`src/rtl/elevator_scan_ctrl.sv`:
```
// Multi-floor elevator controller: latches floor calls into a pending bitmap and
// serves them in SCAN order with a timed travel per floor and a door-open dwell.
module elevator_scan_ctrl #(
    parameter int unsigned NUM_FLOORS   = 10,
    parameter int unsigned FLOOR_W      = 4,
    parameter int unsigned TRAVEL_TICKS = 10000000,
    parameter int unsigned DOOR_TICKS   = 20000000
) (
    input  logic                  clk,
    input  logic                  rst_n,
    input  logic [NUM_FLOORS-1:0] call_req,
    output logic [FLOOR_W-1:0]    current_floor,
    output logic [NUM_FLOORS-1:0] pending,
    output logic                  dir_up,
    output logic                  moving,
    output logic                  door_open,
    output logic                  idle
);

    localparam int unsigned MAX_TICKS = (TRAVEL_TICKS > DOOR_TICKS) ? TRAVEL_TICKS : DOOR_TICKS;
    localparam int unsigned CNT_W     = (MAX_TICKS > 1) ? $clog2(MAX_TICKS) : 1;
    localparam logic [CNT_W-1:0] TRAVEL_LAST = CNT_W'(TRAVEL_TICKS - 1);
    localparam logic [CNT_W-1:0] DOOR_LAST   = CNT_W'(DOOR_TICKS - 1);

    typedef enum logic [1:0] {
        S_IDLE,
        S_MOVE_UP,
        S_MOVE_DOWN,
        S_DOOR_OPEN
    } state_t;

    state_t                  state_q, state_d;
    logic [FLOOR_W-1:0]      floor_d;
    logic [NUM_FLOORS-1:0]   pending_d;
    logic                    dir_d;
    logic [CNT_W-1:0]        cnt_q, cnt_d;

    logic [NUM_FLOORS-1:0]   eff;
    logic [NUM_FLOORS-1:0]   cur_oh;
    logic [NUM_FLOORS-1:0]   next_oh;
    logic [NUM_FLOORS-1:0]   clr;
    logic [FLOOR_W-1:0]      f_next;
    logic                    above;
    logic                    below;
    logic                    here;
    logic                    next_hit;

    // Call view including this cycle's requests, and where calls lie relative to the car
    always_comb begin
        eff     = pending | call_req;
        f_next  = (state_q == S_MOVE_DOWN) ? current_floor - FLOOR_W'(1)
                                           : current_floor + FLOOR_W'(1);
        cur_oh  = '0;
        next_oh = '0;
        above   = 1'b0;
        below   = 1'b0;
        for (int unsigned i = 0; i < NUM_FLOORS; i++) begin
            cur_oh[i]  = (current_floor == FLOOR_W'(i));
            next_oh[i] = (f_next == FLOOR_W'(i));
            if (FLOOR_W'(i) > current_floor) above = above | eff[i];
            if (FLOOR_W'(i) < current_floor) below = below | eff[i];
        end
        here     = |(eff & cur_oh);
        next_hit = |(eff & next_oh);
    end

    // Next-state: IDLE and door-close share the same SCAN direction preference
    always_comb begin
        state_d = state_q;
        floor_d = current_floor;
        dir_d   = dir_up;
        cnt_d   = cnt_q;
        clr     = '0;

        unique case (state_q)
            S_IDLE: begin
                cnt_d = '0;
                if (here) begin
                    state_d = S_DOOR_OPEN;
                    clr     = cur_oh;
                end else if (above && (dir_up || !below)) begin
                    state_d = S_MOVE_UP;
                    dir_d   = 1'b1;
                end else if (below) begin
                    state_d = S_MOVE_DOWN;
                    dir_d   = 1'b0;
                end
            end

            S_MOVE_UP, S_MOVE_DOWN: begin
                if (cnt_q == TRAVEL_LAST) begin
                    cnt_d   = '0;
                    floor_d = f_next;
                    if (next_hit) begin
                        state_d = S_DOOR_OPEN;
                        clr     = next_oh;
                    end
                end else begin
                    cnt_d = cnt_q + CNT_W'(1);
                end
            end

            S_DOOR_OPEN: begin
                clr = cur_oh;
                if (here) begin
                    cnt_d = '0;
                end else if (cnt_q == DOOR_LAST) begin
                    cnt_d = '0;
                    if (above && (dir_up || !below)) begin
                        state_d = S_MOVE_UP;
                        dir_d   = 1'b1;
                    end else if (below) begin
                        state_d = S_MOVE_DOWN;
                        dir_d   = 1'b0;
                    end else begin
                        state_d = S_IDLE;
                    end
                end else begin
                    cnt_d = cnt_q + CNT_W'(1);
                end
            end

            default: begin
                state_d = S_IDLE;
                cnt_d   = '0;
            end
        endcase

        pending_d = eff & ~clr;
    end

    always_ff @(posedge clk or negedge rst_n) begin
        if (!rst_n) begin
            state_q       <= S_IDLE;
            current_floor <= '0;
            pending       <= '0;
            dir_up        <= 1'b1;
            cnt_q         <= '0;
        end else begin
            state_q       <= state_d;
            current_floor <= floor_d;
            pending       <= pending_d;
            dir_up        <= dir_d;
            cnt_q         <= cnt_d;
        end
    end

    assign moving    = (state_q == S_MOVE_UP) || (state_q == S_MOVE_DOWN);
    assign door_open = (state_q == S_DOOR_OPEN);
    assign idle      = (state_q == S_IDLE);

endmodule

```
`config.mk`:
```
export PLATFORM = sky130hd
export DESIGN_NAME = elevator_scan_ctrl
export DESIGN_NICKNAME = d
export VERILOG_FILES = /design/src/rtl/elevator_scan_ctrl.sv
export SDC_FILE = /design/constraint.sdc
export NUM_CORES = 1
export LEC_CHECK = 0
export ABC_AREA = 1
export CORE_MARGIN = 4
export CORE_UTILIZATION = 63
export CTS_CLUSTER_SIZE = 30
export DETAILED_ROUTE_END_ITERATION = 6
export PLACE_DENSITY = 0.87
export REMOVE_ABC_BUFFERS = 1
export SLEW_MARGIN = 20
export SYNTH_ARGS = -nofsm -noshare
export SYNTH_HDL_FRONTEND = slang
export SYNTH_SLANG_ARGS = --single-unit
```
`constraint.sdc`:
```
create_clock -name clk -period 5 [get_ports clk]
set_input_delay 0.5 -clock clk [delete_from_list [all_inputs] [get_ports clk]]
set_output_delay 0.5 -clock clk [all_outputs]
set_load 0.01 [all_outputs]
```
==> results of run 1 <==
==> stage by stage <==
step	hold slack (ps)	cell area (µm²)	util	worst slack, ps
6_report	329	3590	0.745	2480
3_3_place_gp	460	3500	0.726	2520
5_1_grt	410	3590	0.745	2310
2_1_floorplan	204	3130	-	2790
3_5_place_dp	467	3500	0.726	2480
4_1_cts	379	3590	0.745	2510
==> sequential cells by signal (all words and copies together) (netlist names) <==
register	flops
dir_up	1
pending	10
state_q	2
current_floor	4
cnt_q	25
==> power breakdown <==
group	leakage [nW]	total, mW	internal [mW]	switching [mW]
registers	0.529	0.384	0.365	0.0190
clock network	0.0441	0.224	0.0982	0.126
logic	1.04	0.578	0.179	0.398
==> synth_stat cells (all sizes together) <==
library cell  count  share of area
nor2             66          0.095
nand4            19          0.037
xor2              8          0.022
a21oi            20          0.032
or2               7          0.014
inv              59          0.070
nor4              7          0.014
o21ai            15          0.024
nor3             22          0.038
o31ai             4         0.0095
nor3b             1         0.0039
dfstp             1         0.0083
xnor2             2         0.0055
buf               4         0.0087
nor2b             1         0.0020
a211oi            2         0.0063
ha               10          0.039
dfrtp            41           0.32
nand2           121           0.15
nand3            42          0.072
nand3b            9          0.021
clkbuf            5         0.0059
==> final cells by class <==
| type | instances | share of cell area |
|---|---|---|
| clock buffers | 5 | 0.0192 |
| clock inverters | 3 | 0.00593 |
| inverters | 59 | 0.0617 |
| multi-input cells | 356 | 0.517 |
| flip-flops and latches | 42 | 0.293 |
| well taps | 67 | 0.0234 |
| repair buffers | 29 | 0.0795 |
==> worst reg2reg max path, cell delays in order (launching register included) <==
cell	delay, ps
dfrtp_1	560
inv_1	190
ha_1	340
or2_2	290
nand2_1	110
inv_1	80
nor2_1	180
nand4_1	160
nand3_1	130
nor2_1	50
nand3_1	100
nand2_1	80
nand2_1	70
nand2_1	50
==> cells by family after synthesis <==
group,Yosys count
fa+ha+maj,10
compound gates,41
xor+xnor,10
flops,42
simple gates,295
buf+inv,68
==> per-layer routing <==
layer / global-route usage / vias up
met3: 0.0533 / 13
li1: - / 1570
met1: 0.430 / 1493
met2: 0.399 / 188
met5: 0 / -
met4: 0.0928 / 0
==> how the worst max path moves through the flow <==
stage	from	end	slack, ps	depth (start not counted)
floorplan	current_floor[0]$_DFFE_PN0P_	state_q[1]$_DFFE_PN0P_	2790	13
global placement	call_req[7]	cnt_q[11]$_DFF_PN0_	2520	11
detailed placement	call_req[7]	cnt_q[12]$_DFF_PN0_	2480	11
CTS	state_q[1]$_DFFE_PN0P_	moving	2510	3
global route	current_floor[0]$_DFFE_PN0P_	pending[4]$_DFF_PN0_	2310	10
finish	state_q[1]$_DFFE_PN0P_	moving	2480	3
==> placed cells by master (no fill, tap or decap), types with 5 or more instances in the layout <==
cell             instances
a21oi_1                 20
clkbuf_8                 5
clkdlybuf4s50_1         28
dfrtp_1                 41
ha_1                    10
inv_1                   55
nand2_1                118
nand3_1                 40
nand3b_1                 9
nand4_1                 19
nor2_1                  49
nor2_2                  15
nor3_1                  20
nor4_1                   7
o21ai_0                 14
or2_2                    7
xor2_1                   8
==> flow_summary_export.csv, run 1 <==
group,metric,value,unit
sta,grt_setup_unrepaired,"false",
synthesis,synthAdderAreaFrac,0.0394,
clock_tree,clkSlewWorstSetupHoldPaths,90,ps
clock_tree,clock_sinks,42,
worst_setup_path,r2r_end,"state_q[1]$_DFFE_PN0P_",
layout,finalNonFillerCells,561,
floorplan,coreArea,4820,µm²
clock_tree,numCtsBuffers,5,
worst_setup_path,cpLargestDelayFamily,"buffers and inverters",
drt,ant_nets,0,
drt,drt_wl_total,8270,µm
synthesis,ys_seq_area_frac,0.331,
worst_setup_path,critPathMaxFanout,14,
worst_setup_path,cp.arrival,2020,ps
placement,dp_cells,553,
worst_setup_path,crit_buf_inv,2,
worst_setup_path,cpPeakStageDelay,630,ps
grt,grt_overflow,0,
worst_setup_path,cpMaxStageDelayCell,"clkdlybuf4s50_1",
clock_tree,post_cts_buffers,0,
drt,first_iter_violations,326,
worst_setup_path,crit_chain,"inv_1 > ha_1 > clkdlybuf4s50_1",
sta,min_period,2520,ps
placement,place_congestion,0.989,
sta,setup_viol,0,
synthesis,synth_top_family_by_area,"simple AND/OR/NAND/NOR gates",
worst_setup_path,cp-end-kind,"output port",
clock_tree,clockRootBuffer,"clkbuf_8",
flow_run,drv_cap,0,
synthesis,synth_compound_area_frac,0.0709,
grt,grt_pass1_wl,14100,µm
layout,syn_to_final_growth,13.0,%
sta,min_period_over_period,0.505,
layout,multiInputGateArea,1860,µm²
synthesis,avgSynthCellArea,6.81,µm²
layout,fillers,419,
drt,vias,3264,
synthesis,synth_area,3180,µm²
worst_setup_path,r2r_setup_slack,2520,ps
synthesis,ys_ff_latch,42,
clock_tree,clk_path_buf_depth,2,
sta,worst_pin_slew,945,ps
clock_tree,cts_tree,"built",
worst_setup_path,timing.rr.start,"current_floor[0]$_DFFE_PN0P_",
worst_setup_path,worstPathRequired,4500,ps
synthesis,synth.mux.area_fraction,0,
synthesis,synth_cell_types,34,
synthesis,synth-simple-area-share,0.446,
sta,drv_slew,0,
grt,grt.total_usage,0.282,
synthesis,synth-xor-area-share,0.0276,
grt,antenna_found_initial,0,
drt,dr_wl_met3,818,µm
clock_tree,worstSkewPairLatency,300,ps
drt,first_pass_iters,5,
placement,dp_hpwl,6260,µm
power,p_per_area,330,nW/µm²
clock_tree,hold_buffers,0,
drt,top_layer_used,"met4",
worst_setup_path,start_kind,"flop",
grt,grt_max_degree,43,
layout,regArea,1050,µm²
floorplan,rows,25,
run_status,status,"finished, final reports clean",
worst_setup_path,rr_worst_depth,13,
floorplan,die_area,6240,µm²
drt,via_per_inst,5.82,
sta,fmax,0.396,GHz
worst_setup_path,worstSetupPathType,"reg -> out",
hold_path,min_path_type,"in -> async",
power,cellLeakagePower,1.61,nW
layout,n_antenna_cell,0,
clock_tree,htree_num_levels,2,
drt,met2_wirelength,3530,µm
sta,timing.slew.headroom,0.365,
floorplan,die_w,79.0,µm
synthesis,synthCells,466,
power,max-vdd-ir-drop,0.000386,V
clock_tree,ctsResizeCount,0,
sta,clock_skew,7.23,ps
layout,nets,515,
sta,fin_tns_setup,0,ps
synthesis,ys_warn_count,0,
placement,portBuffers,29,
drt,m1WireLength,3810,µm
drt,wl_per_cell,14.7,µm
sta,hold_viol,0,
grt,grt_pass1_vias,2994,
floorplan,die_h,79.0,µm
drt,drc,0,
floorplan,initial_utilization,0.659,
layout,drive_gt1_frac,0.0951,
power,power.total,1.19,mW
floorplan,ios,30,
(Power assumes the default switching activity.)
==> inputs of run 2 (changes only) <==
Settings changed: CORE_UTILIZATION 63 to 58, PLACE_DENSITY 0.87 to 0.81.
Clock period 5 ns to 2.4 ns, I/O delays scaled along.
==> flow_summary_export.csv, run 2 (same netlist as run 1, synthesis figures left out) <==
group,metric,value,unit
run_status,status,"finished, final reports clean",
clock_tree,hold_buffers,0,
layout,top_register,"cnt_q",
layout,fillers,441,
worst_setup_path,timing.rr.start,"current_floor[1]$_DFFE_PN0P_",
clock_tree,clockRootBuffer,"clkbuf_8",
worst_setup_path,r2r_setup_slack,190,ps
drt,first_pass_iters,5,
worst_setup_path,r2r_end,"state_q[0]$_DFFE_PN0P_",
worst_setup_path,critPathMaxFanout,6,
layout,largest_reg_flops,25,
drt,vias,3230,
worst_setup_path,worstPathRequired,2610,ps
worst_setup_path,worstSetupPathType,"reg -> reg",
clock_tree,clk_path_buf_depth,2,
hold_path,min_path_type,"in -> async",
floorplan,rows,26,
clock_tree,cts_tree,"built",
worst_setup_path,cpMaxStageDelayCell,"dfrtp_2",
sta,min_period_over_period,0.922,
worst_setup_path,crit_chain,"inv_2 > ha_1 > or2_2 > nand2_1 > inv_1 > nor2_1 > nand4_1 > nand3_1 > nor2_1 > nand3_1 > nand2_1 > nand2_1 > nand2_1",
worst_setup_path,start_kind,"flop",
drt,ant_nets,0,
worst_setup_path,cpPeakStageDelay,460,ps
power,cellLeakagePower,1.68,nW
floorplan,initial_utilization,0.610,
power,switching_share,0.441,
power,pwr-share-comb,0.482,
worst_setup_path,rr_worst_depth,13,
drt,drc,0,
grt,antenna_found_initial,0,
drt,wl_per_cell,14.7,µm
power,power.switching,1.18,mW
worst_setup_path,cp-end-kind,"flop",
worst_setup_path,cpLargestDelayFamily,"simple AND/OR/NAND/NOR gates",
power,seqPwrFrac,0.298,
layout,n_antenna_cell,0,
layout,syn_to_final_growth,16.4,%
placement,place_congestion,0.938,
sta,setup_viol,0,
floorplan,die_h,82.0,µm
sta,hold_viol,0,
clock_tree,htree_num_levels,2,
floorplan,die_area,6720,µm²
grt,grt_pass1_wl,13800,µm
worst_setup_path,cp.arrival,2420,ps
drt,first_iter_violations,318,
flow_run,drv_cap,0,
power,max-vdd-ir-drop,0.00102,V
placement,portBuffers,29,
sta,worst_pin_slew,947,ps
drt,via_per_inst,5.63,
power,p_per_area,723,nW/µm²
worst_setup_path,cpMostUsedCell,"nand2_1",
floorplan,coreArea,5200,µm²
layout,final_cell_mix,"nand2_1 (118), inv_1 (53), nor2_1 (49)",
grt,grt.total_usage,0.268,
layout,nets,525,
clock_tree,worstSkewPairLatency,310,ps
sta,grt_setup_unrepaired,"false",
sta,fmax,0.452,GHz
clock_tree,ctsResizeCount,0,
sta,drv_slew,0,
clock_tree,clkSlewWorstSetupHoldPaths,90,ps
layout,drive_gt1_frac,0.123,
placement,dp_hpwl,6410,µm
grt,grt_pass1_vias,2940,
sta,clock_skew,9.11,ps
power,p_int,1.49,mW
floorplan,die_w,82.0,µm
placement,dp_cells,566,
power,p_clk_frac,0.220,
drt,drt_wl_total,8430,µm
clock_tree,clock_sinks,42,
layout,finalNonFillerCells,574,
sta,timing.slew.headroom,0.369,
grt,grt_overflow,0,
sta,fin_tns_setup,0,ps
layout,reg_top3,"cnt_q (25), pending (10), current_floor (4)",
clock_tree,post_cts_buffers,0,
floorplan,ios,30,
grt,grt_max_degree,43,
worst_setup_path,cp-startpoint,"current_floor[1]$_DFFE_PN0P_",
layout,final_common_cell,"nand2_1",
worst_setup_path,crit_buf_inv,2,
sta,min_period,2210,ps
clock_tree,numCtsBuffers,5,
[run 2: cell count changes in the layout (fill, tap and decap cells not counted), moves of 2 or more]
cell / previous run / this run
buf_4: 0 / 10
dfrtp_1: 41 / 39
dfrtp_2: 0 / 2
inv_1: 55 / 53
inv_2: 4 / 6
[run 2: worst register-to-register path, cell delays in order (launching register included)]
cell	delay, ps
dfrtp_2	460
inv_2	130
ha_1	250
or2_2	290
nand2_1	110
inv_1	80
nor2_1	190
nand4_1	140
nand3_1	120
nor2_1	40
nand3_1	100
nand2_1	80
nand2_1	70
nand2_1	50
[run 2: worst max-delay path by stage]
stage | endpoint | slack, ps | cells after the start
finish | state_q[0]$_DFFE_PN0P_ | 190 | 13
CTS | state_q[0]$_DFFE_PN0P_ | 110 | 13
global route | cnt_q[24]$_DFF_PN0_ | 8 | 11
floorplan | state_q[1]$_DFFE_PN0P_ | 190 | 13
global placement | cnt_q[11]$_DFF_PN0_ | 130 | 11
detailed placement | cnt_q[8]$_DFF_PN0_ | 90 | 11
[run 2: power groups by stage]
| stage | clock, mW | sequential, mW | combinational [mW] |
|---|---|---|---|
| after floorplan | 0 | 0.809 | 0.827 |
| after global placement | 0 | 0.809 | 1.22 |
| after detailed placement | 0 | 0.811 | 1.24 |
| after CTS | 0.604 | 0.796 | 1.25 |
| after global routing | 0.630 | 0.801 | 1.41 |
| final | 0.588 | 0.797 | 1.29 |
[run 2: final cells by class]
cell class                 instances  area [µm²]  area share
multi-input combinational        356        1860       0.503
sequential                        42        1050       0.285
timing repair buffer              39         360      0.0975
inverter                          59         221      0.0599
tap                               70        87.6      0.0237
clock buffer                       5        68.8      0.0186
clock inverter                     3        43.8      0.0118
[run 2: metal layers]
layer	share of wire	wire, µm	vias to the layer above	track usage
met5	0	0	-	0
met4	0.012	97	0	0.0880
met3	0.098	826	8	0.0669
met2	0.41	3480	162	0.374
met1	0.48	4030	1464	0.400
li1	-	-	1596	-
[run 2: stage by stage]
stage | total power, mW | hold slack [ps] | util | worst slack [ps] | area (µm²)
floorplan | 1.64 | -55.6 | - | 185 | 3130
global placement | 2.03 | 429 | 0.687 | 130 | 3580
detailed placement | 2.06 | 440 | 0.687 | 89.2 | 3580
CTS | 2.65 | 101 | 0.709 | 110 | 3690
global route | 2.84 | 138 | 0.710 | 8.03 | 3700
finish | 2.67 | 71.3 | 0.710 | 187 | 3700
==> inputs of run 3 (changes only) <==
Settings changed: CORE_UTILIZATION 58 to 42, PLACE_DENSITY 0.81 to 0.62.
==> flow_summary_export.csv, run 3 (same netlist as run 1, synthesis figures left out) <==
group,metric,value,unit
placement,place_congestion,0.967,
sta,drv_slew,0,
clock_tree,htree_num_levels,2,
power,cellLeakagePower,1.68,nW
sta,grt_setup_unrepaired,"false",
layout,top_register,"cnt_q",
clock_tree,clk_path_buf_depth,2,
layout,fillers,758,
placement,portBuffers,29,
clock_tree,clkSlewWorstSetupHoldPaths,90,ps
placement,dp_hpwl,6550,µm
grt,grt_pass1_wl,14600,µm
hold_path,min_path_type,"in -> async",
clock_tree,cts_tree,"built",
drt,drc,0,
drt,drt_wl_total,8610,µm
grt,grt_overflow,0,
grt,grt.total_usage,0.205,
sta,min_period,2230,ps
worst_setup_path,worstPathRequired,2580,ps
drt,first_pass_iters,5,
layout,n_antenna_cell,0,
layout,regArea,1050,µm²
clock_tree,hold_buffers,0,
layout,multiInputGateArea,1880,µm²
floorplan,rows,31,
sta,fmax,0.449,GHz
drt,ant_nets,0,
floorplan,ios,30,
worst_setup_path,cp-end-kind,"flop",
drt,via_per_inst,5.22,
layout,syn_to_final_growth,17.5,%
floorplan,coreArea,7290,µm²
sta,worst_pin_slew,947,ps
sta,fin_tns_setup,0,ps
layout,nets,525,
power,max-vdd-ir-drop,0.000443,V
layout,final_cell_mix,"nand2_1 (118), inv_1 (53), nor2_1 (47)",
clock_tree,numCtsBuffers,5,
layout,final_common_cell,"nand2_1",
worst_setup_path,worstSetupPathType,"reg -> reg",
sta,clock_skew,8.97,ps
floorplan,die_w,95.0,µm
run_status,status,"finished, final reports clean",
worst_setup_path,start_kind,"flop",
power,p_per_area,696,nW/µm²
grt,grt_max_degree,43,
clock_tree,clockRootBuffer,"clkbuf_8",
worst_setup_path,cpMostUsedCell,"nand2_1",
flow_run,drv_cap,0,
worst_setup_path,cp.arrival,2410,ps
drt,vias,3150,
worst_setup_path,cpPeakStageDelay,460,ps
layout,drive_gt1_frac,0.127,
grt,antenna_found_initial,0,
worst_setup_path,cpMaxStageDelayCell,"dfrtp_2",
sta,hold_viol,0,
worst_setup_path,critPathMaxFanout,6,
grt,grt_pass1_vias,2921,
sta,timing.slew.headroom,0.369,
power,power.total,2.60,mW
sta,min_period_over_period,0.927,
layout,largest_reg_flops,25,
clock_tree,clock_sinks,42,
drt,wl_per_cell,14.3,µm
clock_tree,worstSkewPairLatency,290,ps
floorplan,die_h,95.0,µm
floorplan,initial_utilization,0.435,
sta,setup_viol,0,
worst_setup_path,crit_chain,"inv_2 > ha_1 > or2_2 > nand2_1 > inv_1 > nor2_2 > nand4_1 > nand3_1 > nor2_1 > nand3_1 > nand2_1 > nand2_1 > nand2_1",
drt,first_iter_violations,194,
floorplan,die_area,9020,µm²
layout,reg_top3,"cnt_q (25), pending (10), current_floor (4)",
run 3: cell type report:
type	instances	share of cell area
timing repair buffer	39	0.0966
sequential	42	0.283
clock buffer	6	0.0195
multi-input combinational	356	0.505
inverter	59	0.0594
clock inverter	2	0.00369
tap	99	0.0332
run 3: worst paths after layout:
| kind | slack (ps) | to | cells past startpoint | startpoint |
|---|---|---|---|---|
| worst min register to register | 490 | cnt_q[0]$_DFF_PN0_ | 1 | cnt_q[0]$_DFF_PN0_ |
| worst max register to register | 170 | state_q[1]$_DFFE_PN0P_ | 13 | current_floor[1]$_DFFE_PN0P_ |
| max in group asynchronous | 1660 | current_floor[1]$_DFFE_PN0P_ | 1 | rst_n |
| worst max-delay path | 170 | state_q[1]$_DFFE_PN0P_ | 13 | current_floor[1]$_DFFE_PN0P_ |
| worst min-delay path | 80 | cnt_q[21]$_DFF_PN0_ | 1 | rst_n |
| min in group clk | 490 | cnt_q[0]$_DFF_PN0_ | 1 | cnt_q[0]$_DFF_PN0_ |
run 3: timing repair:
| action | 4_1_cts | 5_1_grt |
|---|---|---|
| setup endpoints to repair | 0 | 20 |
| buffers inserted | 0 | 0 |
| resized for setup | 0 | 10 |
run 3: power by group:
part	total [mW]	switching, mW	internal (mW)	leakage, nW
logic	1.34	0.902	0.438	1.11
registers	0.797	0.0373	0.760	0.526
clock network	0.460	0.254	0.206	0.0452
run 3: routing by layer:
metal,global-route usage,share of wire,vias to the layer above
met1,0.325,0.51,1454
li1,-,-,1599
met4,0.0445,0.0093,0
met5,0,0,-
met2,0.287,0.42,90
met3,0.0327,0.055,7
run 3: worst max-delay path: cells and delay by family, from the launching register on:
kind / cells / cell delay (ps)
flops: 1 / 460
buf+inv: 2 / 220
fa+ha+maj: 1 / 250
simple gates: 10 / 1180
run 3: stage by stage:
stage,hold slack (ps),area [µm²],setup slack (ps),cells,utilization
6_report,84.7,3730,175,603,0.512
5_1_grt,165,3730,6.45,603,0.512
4_1_cts,122,3700,102,603,0.507
3_5_place_dp,443,3610,117,595,0.496
3_3_place_gp,438,3610,150,595,0.496
2_1_floorplan,-55.6,3130,185,457,-
